==> src/rtl/led_pattern_gen.sv <==
// led_pattern_gen
// ---------------
// Drives a bank of LEDs with one of four animated patterns (BLINK, SHIFT,
// BOUNCE, COUNT). A programmable down-counter prescaler sets how often the
// pattern advances. A requested mode is adopted only on a step.
//
// Ports
//    sys_clk      : single clock, all state changes on its rising edge
//    sys_rst      : synchronous active-high reset
//    enable       : 1 = run, 0 = freeze prescaler, LEDs, mode and direction
//    period       : prescaler reload value, step interval is period+1 cycles
//    mode         : requested pattern (0 BLINK, 1 SHIFT, 2 BOUNCE, 3 COUNT)
//    led          : registered LED pattern
//    tick         : registered, high for the one cycle after each step
//    mode_active  : registered, the pattern currently being applied

module led_pattern_gen #(
   parameter int WIDTH = 8,
   parameter int CNT_W = 23
) (
   input  logic             sys_clk,
   input  logic             sys_rst,
   input  logic             enable,
   input  logic [CNT_W-1:0] period,
   input  logic [1:0]       mode,
   output logic [WIDTH-1:0] led,
   output logic             tick,
   output logic [1:0]       mode_active
);

   typedef enum logic [1:0] {
      MODE_BLINK  = 2'd0,
      MODE_SHIFT  = 2'd1,
      MODE_BOUNCE = 2'd2,
      MODE_COUNT  = 2'd3
   } modeE;

   // Alternating bit pattern anchored so that the MSB is always set,
   // which keeps the look consistent for odd widths too.
   function automatic logic [WIDTH-1:0] blinkInit();
      logic [WIDTH-1:0] r;
      r = '0;
      for (int i = 0; i < WIDTH; i++) begin
         r[i] = (((WIDTH - 1 - i) % 2) == 0);
      end
      return r;
   endfunction

   localparam logic [WIDTH-1:0] BLINK_INIT = blinkInit();
   localparam logic [WIDTH-1:0] LED_ONE    = WIDTH'(1);

   logic [CNT_W-1:0] cntQ, cntD;
   logic [WIDTH-1:0] ledQ, ledD;
   modeE             modeQ, modeD;
   logic             dirUpQ, dirUpD;
   logic             tickQ, tickD;

   logic             ledOneHot;
   modeE             modeReq;

   assign modeReq   = modeE'(mode);

   // A pattern is one-hot when it is non-zero and clearing its lowest set
   // bit leaves nothing behind.
   assign ledOneHot = (ledQ != '0) && ((ledQ & (ledQ - LED_ONE)) == '0);

   // Next-state logic. A step happens on an enabled cycle with the
   // prescaler at zero. That step either adopts a new mode (loading its
   // starting pattern) or advances the current pattern, never both.
   always_comb begin
      cntD   = cntQ;
      ledD   = ledQ;
      modeD  = modeQ;
      dirUpD = dirUpQ;
      tickD  = 1'b0;

      if (enable) begin
         if (cntQ == '0) begin
            cntD  = period;
            tickD = 1'b1;
            if (modeReq != modeQ) begin
               modeD  = modeReq;
               dirUpD = 1'b1;
               case (modeReq)
                  MODE_BLINK:  ledD = BLINK_INIT;
                  MODE_SHIFT:  ledD = LED_ONE;
                  MODE_BOUNCE: ledD = LED_ONE;
                  MODE_COUNT:  ledD = '0;
               endcase
            end else begin
               case (modeQ)
                  MODE_BLINK:  ledD = ~ledQ;
                  MODE_SHIFT:  ledD = {ledQ[WIDTH-2:0], ledQ[WIDTH-1]};
                  MODE_BOUNCE: begin
                     // Anything other than a single lit LED restarts
                     // the bounce from bit0 heading up. The ends turn
                     // around immediately, without a repeated position.
                     if (!ledOneHot) begin
                        ledD   = LED_ONE;
                        dirUpD = 1'b1;
                     end else if (dirUpQ) begin
                        if (ledQ[WIDTH-1]) begin
                           ledD   = ledQ >> 1;
                           dirUpD = 1'b0;
                        end else begin
                           ledD = ledQ << 1;
                        end
                     end else begin
                        if (ledQ[0]) begin
                           ledD   = ledQ << 1;
                           dirUpD = 1'b1;
                        end else begin
                           ledD = ledQ >> 1;
                        end
                     end
                  end
                  MODE_COUNT:  ledD = ledQ + LED_ONE;
               endcase
            end
         end else begin
            cntD = cntQ - CNT_W'(1);
         end
      end
   end

   // State registers. Reset leaves the prescaler at zero so that the first
   // enabled cycle afterwards is a step.
   always_ff @(posedge sys_clk) begin
      if (sys_rst) begin
         cntQ   <= '0;
         ledQ   <= BLINK_INIT;
         modeQ  <= MODE_BLINK;
         dirUpQ <= 1'b1;
         tickQ  <= 1'b0;
      end else begin
         cntQ   <= cntD;
         ledQ   <= ledD;
         modeQ  <= modeD;
         dirUpQ <= dirUpD;
         tickQ  <= tickD;
      end
   end

   assign led         = ledQ;
   assign tick        = tickQ;
   assign mode_active = modeQ;

endmodule

==> config.mk <==
export PLATFORM = sky130hd
export DESIGN_NAME = led_pattern_gen
export DESIGN_NICKNAME = d
export VERILOG_FILES = /design/src/rtl/led_pattern_gen.sv
export SDC_FILE = /design/constraint.sdc
export NUM_CORES = 1
export LEC_CHECK = 0
export ABC_AREA = 1
export CAP_MARGIN = 5
export CORE_ASPECT_RATIO = 0.6
export CORE_UTILIZATION = 30
export CTS_CLUSTER_DIAMETER = 60
export DETAILED_ROUTE_END_ITERATION = 10
export PLACE_DENSITY_LB_ADDON = 0.15
export SYNTH_ARGS = -nofsm -noshare
export SYNTH_HDL_FRONTEND = slang
export SYNTH_SLANG_ARGS = --single-unit
==> constraint.sdc <==
create_clock -name sys_clk -period 3.2 [get_ports sys_clk]
set_clock_uncertainty 0.1 [all_clocks]
set_input_delay 0.64 -clock sys_clk [delete_from_list [all_inputs] [get_ports sys_clk]]
set_output_delay 0.64 -clock sys_clk [all_outputs]
set_load 0.005 [all_outputs]
# After elaboration in Yosys (flattened, before gate mapping)
# Index checks and enable logic that the tools add are counted.
# word_totals
regBits	35
in_bits	28
output_inout_bits	11
word_cells	45
# classes
add_sub_neg	3
eq_ne	7
mux	15
bitwise_logic	3
n_reduce_logical	12
# ops
operator	n
8-bit two-way mux	5
8-bit one-hot mux with 4 select lines	1
8-bit one-hot mux with 3 select lines	1
23-bit zero test	1
23-bit two-way mux	1
23-bit by 1-bit subtractor with 23-bit output (second input constant)	1
8-bit by 1-bit adder with 8-bit output (second input constant)	1
8-bit bitwise AND	1
2-bit equality test (second input constant)	4
8-bit zero test	1
8-bit NOT	1
8-bit nonzero test	1
8-bit by 1-bit subtractor with 8-bit output (second input constant)	1
1-bit two-way mux	7
3-bit AND reduction	2
2-bit by 1-bit equality test with 1-bit output (second input constant)	2
2-bit zero test	2
2-bit OR reduction	2
2-bit != test	1
2-bit AND reduction	1
2-bit nonzero test	1
1-bit logical AND	1
1-bit NOT	1

# Logic depth before layout (Yosys ltp)
# depth
ltp_word	7
mapped_depth	12
mapped_depth_nobuf	12

# Least setup slack after synthesis
# No wires, ideal clock.
# synth_timing
kind	flip-flop to flip-flop
start	register ledQ[0] (netlist: led[0])
end	register ledQ[0] (netlist: led[0])
setup_ns	0.112
t_arrival_ns	1.541
t_required_ns	2.988
setup_slack_ns	1.447
path_stages_with_launch	11
n_path_buf	0
period_less_slack_ns	1.753
path_cell_list	dfxtp_1 inv_1 ha_1 nand3_1 nor2_1 nor2_2 nand2_1 o21ai_0 nand2_1 nand3_1 nand2_1
# synth_between
elab_chain_cells	7
word_cells_on_any_way	12
classes_between	add/sub (2); mux (5); bitwise (2); reduce/logical (3)
# synth_lines
element	line	source
start, declared	53	logic [WIDTH-1:0] ledQ, ledD;
start signal, assigned	137	ledQ <= ledD;
8-bit by 1-bit subtractor with 8-bit output	65	assign ledOneHot = (ledQ != '0) && ((ledQ & (ledQ - LED_ONE)) == '0);
8-bit bitwise AND	65	
8-bit zero test	65	
1-bit logical AND	65	
8-bit two-way mux	98	if (!ledOneHot) begin
8-bit one-hot mux with 4 select lines (*)	91	case (modeQ)
8-bit two-way mux (*)	81	if (modeReq != modeQ) begin
# Every way passes the cells marked *; elsewhere a longest branch is shown, timed or not.
# A chain may end at the register's enable or synchronous reset.

# Worst setup path after layout
# layout_timing
start	register cntQ[0]
end	register cntQ[20]
# layout_between
elab_chain_cells	2
word_cells_on_any_way	3
classes_between	add/sub (1); mux (1); reduce/logical (1)
# layout_lines
element	line	source
start, declared	52	logic [CNT_W-1:0] cntQ, cntD;
start signal, assigned	136	cntQ <= cntD;
23-bit by 1-bit subtractor with 23-bit output or 23-bit zero test (tied branches)	121, 78	
23-bit two-way mux (*)	78	if (cntQ == '0) begin
# Marked as above.

==> reports/results.txt <==
status -> finished clean
crit path time final -> 2.34 ns
leakage power figure -> 1.48 nW
Detailed Route Iter0 Violations -> 215
Crit. Startpoint -> cntQ[0]
DRC -> 0
CTS root buf -> clkbuf_16
cell chain of the critical path -> inv_1 > ha_1 > nand3_1 > nor2_2 > nand2_2 > inv_1 > nand2_1 > nand3_1 > a21oi_1
via count -> 3026
Resized cells post-CTS -> 0
Distinct cells, synth -> 32
synth warn -> 0
H-tree depth reported by CTS -> 2
reg2reg path depth -> 9
Post-CTS Repair Setup Buffers -> 0
gp weighted congestion -> 0.873
number of core rows -> 27
Tcrit/Tclk final -> 0.732
Slew headroom -> 0.573
DIE HEIGHT -> 77.3 µm
dpl hpwl -> 6.67 mm
final WL -> 8.93 mm
slowest stage delay, CP -> 0.38 ns
hold crit path type -> flip-flop to flip-flop
CTS Buffer Depth -> 2
first drt pass iteration count -> 5
Synth Net Count -> 498
vias per cell -> 4.86
worst-margin pin slew -> 0.638 ns
Clk Latency, worst-skew pair -> 0.29 ns
Num CTS Buffers -> 5
worst setup margin -> 0.859 ns
Multi-input gate area -> 1830 µm²
Max-Cap Viols -> 0
CTS tree -> built
Worst path slowest cell -> nand2_2
Synth Cell Area -> 2840 µm²
commonest register cell after synthesis -> dfxtp_1
post-synthesis average cell area -> 6.10 µm²
sequential cell area fraction in the yosys report -> 0.247
initial antenna violation count -> 0
Clock Sinks -> 35
P per Cell Area -> 977 nW/µm²
Final setup viols -> 0
Crit Path Class -> flip-flop to flip-flop
Max FO, Critical Path -> 29
routed len/inst -> 14.3 µm
CTS clk-pin slew, worst paths -> 0.06 ns
Core Area -> 9190 µm²
IO Pins -> 39
CP arrival -> 2.39 ns
startpoint class of the critical path -> flip-flop
vias in the first global route -> 2761
worst reg2reg endpoint -> cntQ[20]
Post-synth EDFFs -> 0
Area growth, synth to finish -> 20.7%
sequential cell area -> 701 µm²
unrepaired setup endpoints after global routing -> no
die area -> 9860 µm²
WP data required -> 3.25 ns
final hold violations -> 0
post-synthesis cell count -> 465
final non-filler cell area -> 3420 µm²
Port Buf Inserts -> 38
largest net degree at the start of global routing -> 30
first-pass GRT wire length -> 14.6 mm
total power -> 3.34 mW
Filler Cells Inserted -> 1015
global route overflow -> 0
Yosys reg bits -> 35
Cell Area, Placed -> 3280 µm²
Max VDD drop -> 0.363 mV
CP endpoint -> cntQ[20]
Total Nets Final -> 526
antenna diode count -> 0
share of cells above drive strength 1 -> 0.0892
Tot GR Track Use -> 0.192
R2R setup slack -> 0.86 ns
Post-synth ARST share -> 0
Starting Density -> 0.309
setup TNS -> 0 ns
die width -> 128 µm
pre-CTS setup slack -> 0.889 ns
CTS Hold Buffers Added -> 0
Slew Limit Fails -> 0
max frequency -> 427 MHz
CP Capture Type -> flip-flop
Reg-to-Reg Start -> cntQ[0]
ANT nets after route -> 0
[per-stage QoR]
step | instances | hold slack, ns | util
after floorplan | 465 | 0.345 | -
after global placement | 616 | 0.362 | 0.357
after detailed placement | 616 | 0.367 | 0.357
after CTS | 623 | 0.375 | 0.372
after global routing | 623 | 0.438 | 0.372
final | 623 | 0.375 | 0.372
[placed cells by master (no fill, tap or decap)]
cell               n
a21oi_1           47
xnor2_1            9
nor2_4             1
nand2_2            3
clkbuf_8           1
dfxtp_1           35
o21ai_1            3
inv_1             42
nor3_4             1
or2_0              2
nand3_2            2
o21bai_1           1
buf_4              3
o211ai_2           9
clkbuf_16          5
nor3_2             1
o211ai_1           3
xor2_1             9
a211oi_2           1
nand4_1            2
nor2_2            11
o21ai_0           22
nand3b_1           2
ha_1               5
clkinv_2           2
nand2_1          136
inv_2              4
nand3_1           36
clkdlybuf4s50_1   38
nor2_1            53
o31ai_1            1
nor3_1             3
[worst max-delay path, delay by kind of cell, from the launching register on]
kind | cells | cell delay, ns
AO/OA/AOI/OAI | 1 | 0.06
adder cells (fa/ha/maj) | 1 | 0.28
buffers and inverters | 2 | 0.49
flip-flops | 1 | 0.34
AND/OR/NAND/NOR | 5 | 0.91
[cells by family (layout without fill, tap and decap cells)]
family | count (synthesis) | after routing | share of synthesized area
AOI/OAI and AO/OA | 87 | 87 | 0.184
xor gates and xnor gates | 18 | 18 | 0.0556
adders and majority gates | 5 | 5 | 0.0221
buffers and inverters | 67 | 95 | 0.106
DFF | 35 | 35 | 0.247
and+or+nand+nor | 253 | 253 | 0.384
[worst min path at each step]
stage              from  endpoint  slack [ns]  cells past startpoint
5_1_grt        cntQ[22]  cntQ[22]        0.44                      2
3_3_place_gp   cntQ[22]  cntQ[22]        0.36                      2
3_5_place_dp   cntQ[22]  cntQ[22]        0.37                      2
2_1_floorplan  cntQ[22]  cntQ[22]        0.34                      2
6_report       cntQ[22]  cntQ[22]        0.38                      2
4_1_cts        cntQ[22]  cntQ[22]        0.38                      2
[area by class of cell]
class                           instances  share of cell area
Tap cell                              130              0.0475
Inverter                               47              0.0519
Timing Repair Buffer                   41               0.118
Multi-Input combinational cell        363               0.536
Clock inverter                          1             0.00146
Clock buffer                            6              0.0406
Sequential cell                        35               0.205
[Yosys cell counts (2+ instances only)]
cell type,count,area (µm²)
o21ai_0,22,110
nand3_1,36,180
nor2_1,53,199
nand3b_1,2,15.0
inv_2,4,15.0
xnor2_1,9,78.8
nor3_1,3,15.0
nand2_1,136,510
dfxtp_1,35,701
nor2_2,11,68.8
o21ai_1,3,15.0
o211ai_2,9,113
inv_1,42,158
ha_1,5,62.6
o211ai_1,3,22.5
xor2_1,9,78.8
nand3_2,2,20.0
nand2_2,3,18.8
buf_6,5,56.3
buf_2,9,45.0
clkbuf_1,5,18.8
a21oi_1,47,235
or2_0,2,12.5
nand4_1,2,12.5
[routing by layer]
layer  vias to the layer above  global-route usage  wire (µm)
li1                       1547                   -          -
met1                      1358               0.313       4940
met2                       113               0.237       3140
met3                         8              0.0426        761
met4                         0              0.0500         89
met5                         -                   0          0
[where the power goes]
part | internal (mW) | switching (mW)
logic | 0.769 | 1.25
clock network | 0.304 | 0.194
registers | 0.576 | 0.253
total | 1.65 | 1.69
[state kept, by name, indices dropped and copies added (netlist names)]
signal	flops
led	8
dirUpQ	1
cntQ	23
mode_active	2
tick	1
(Power assumes the default switching activity.)
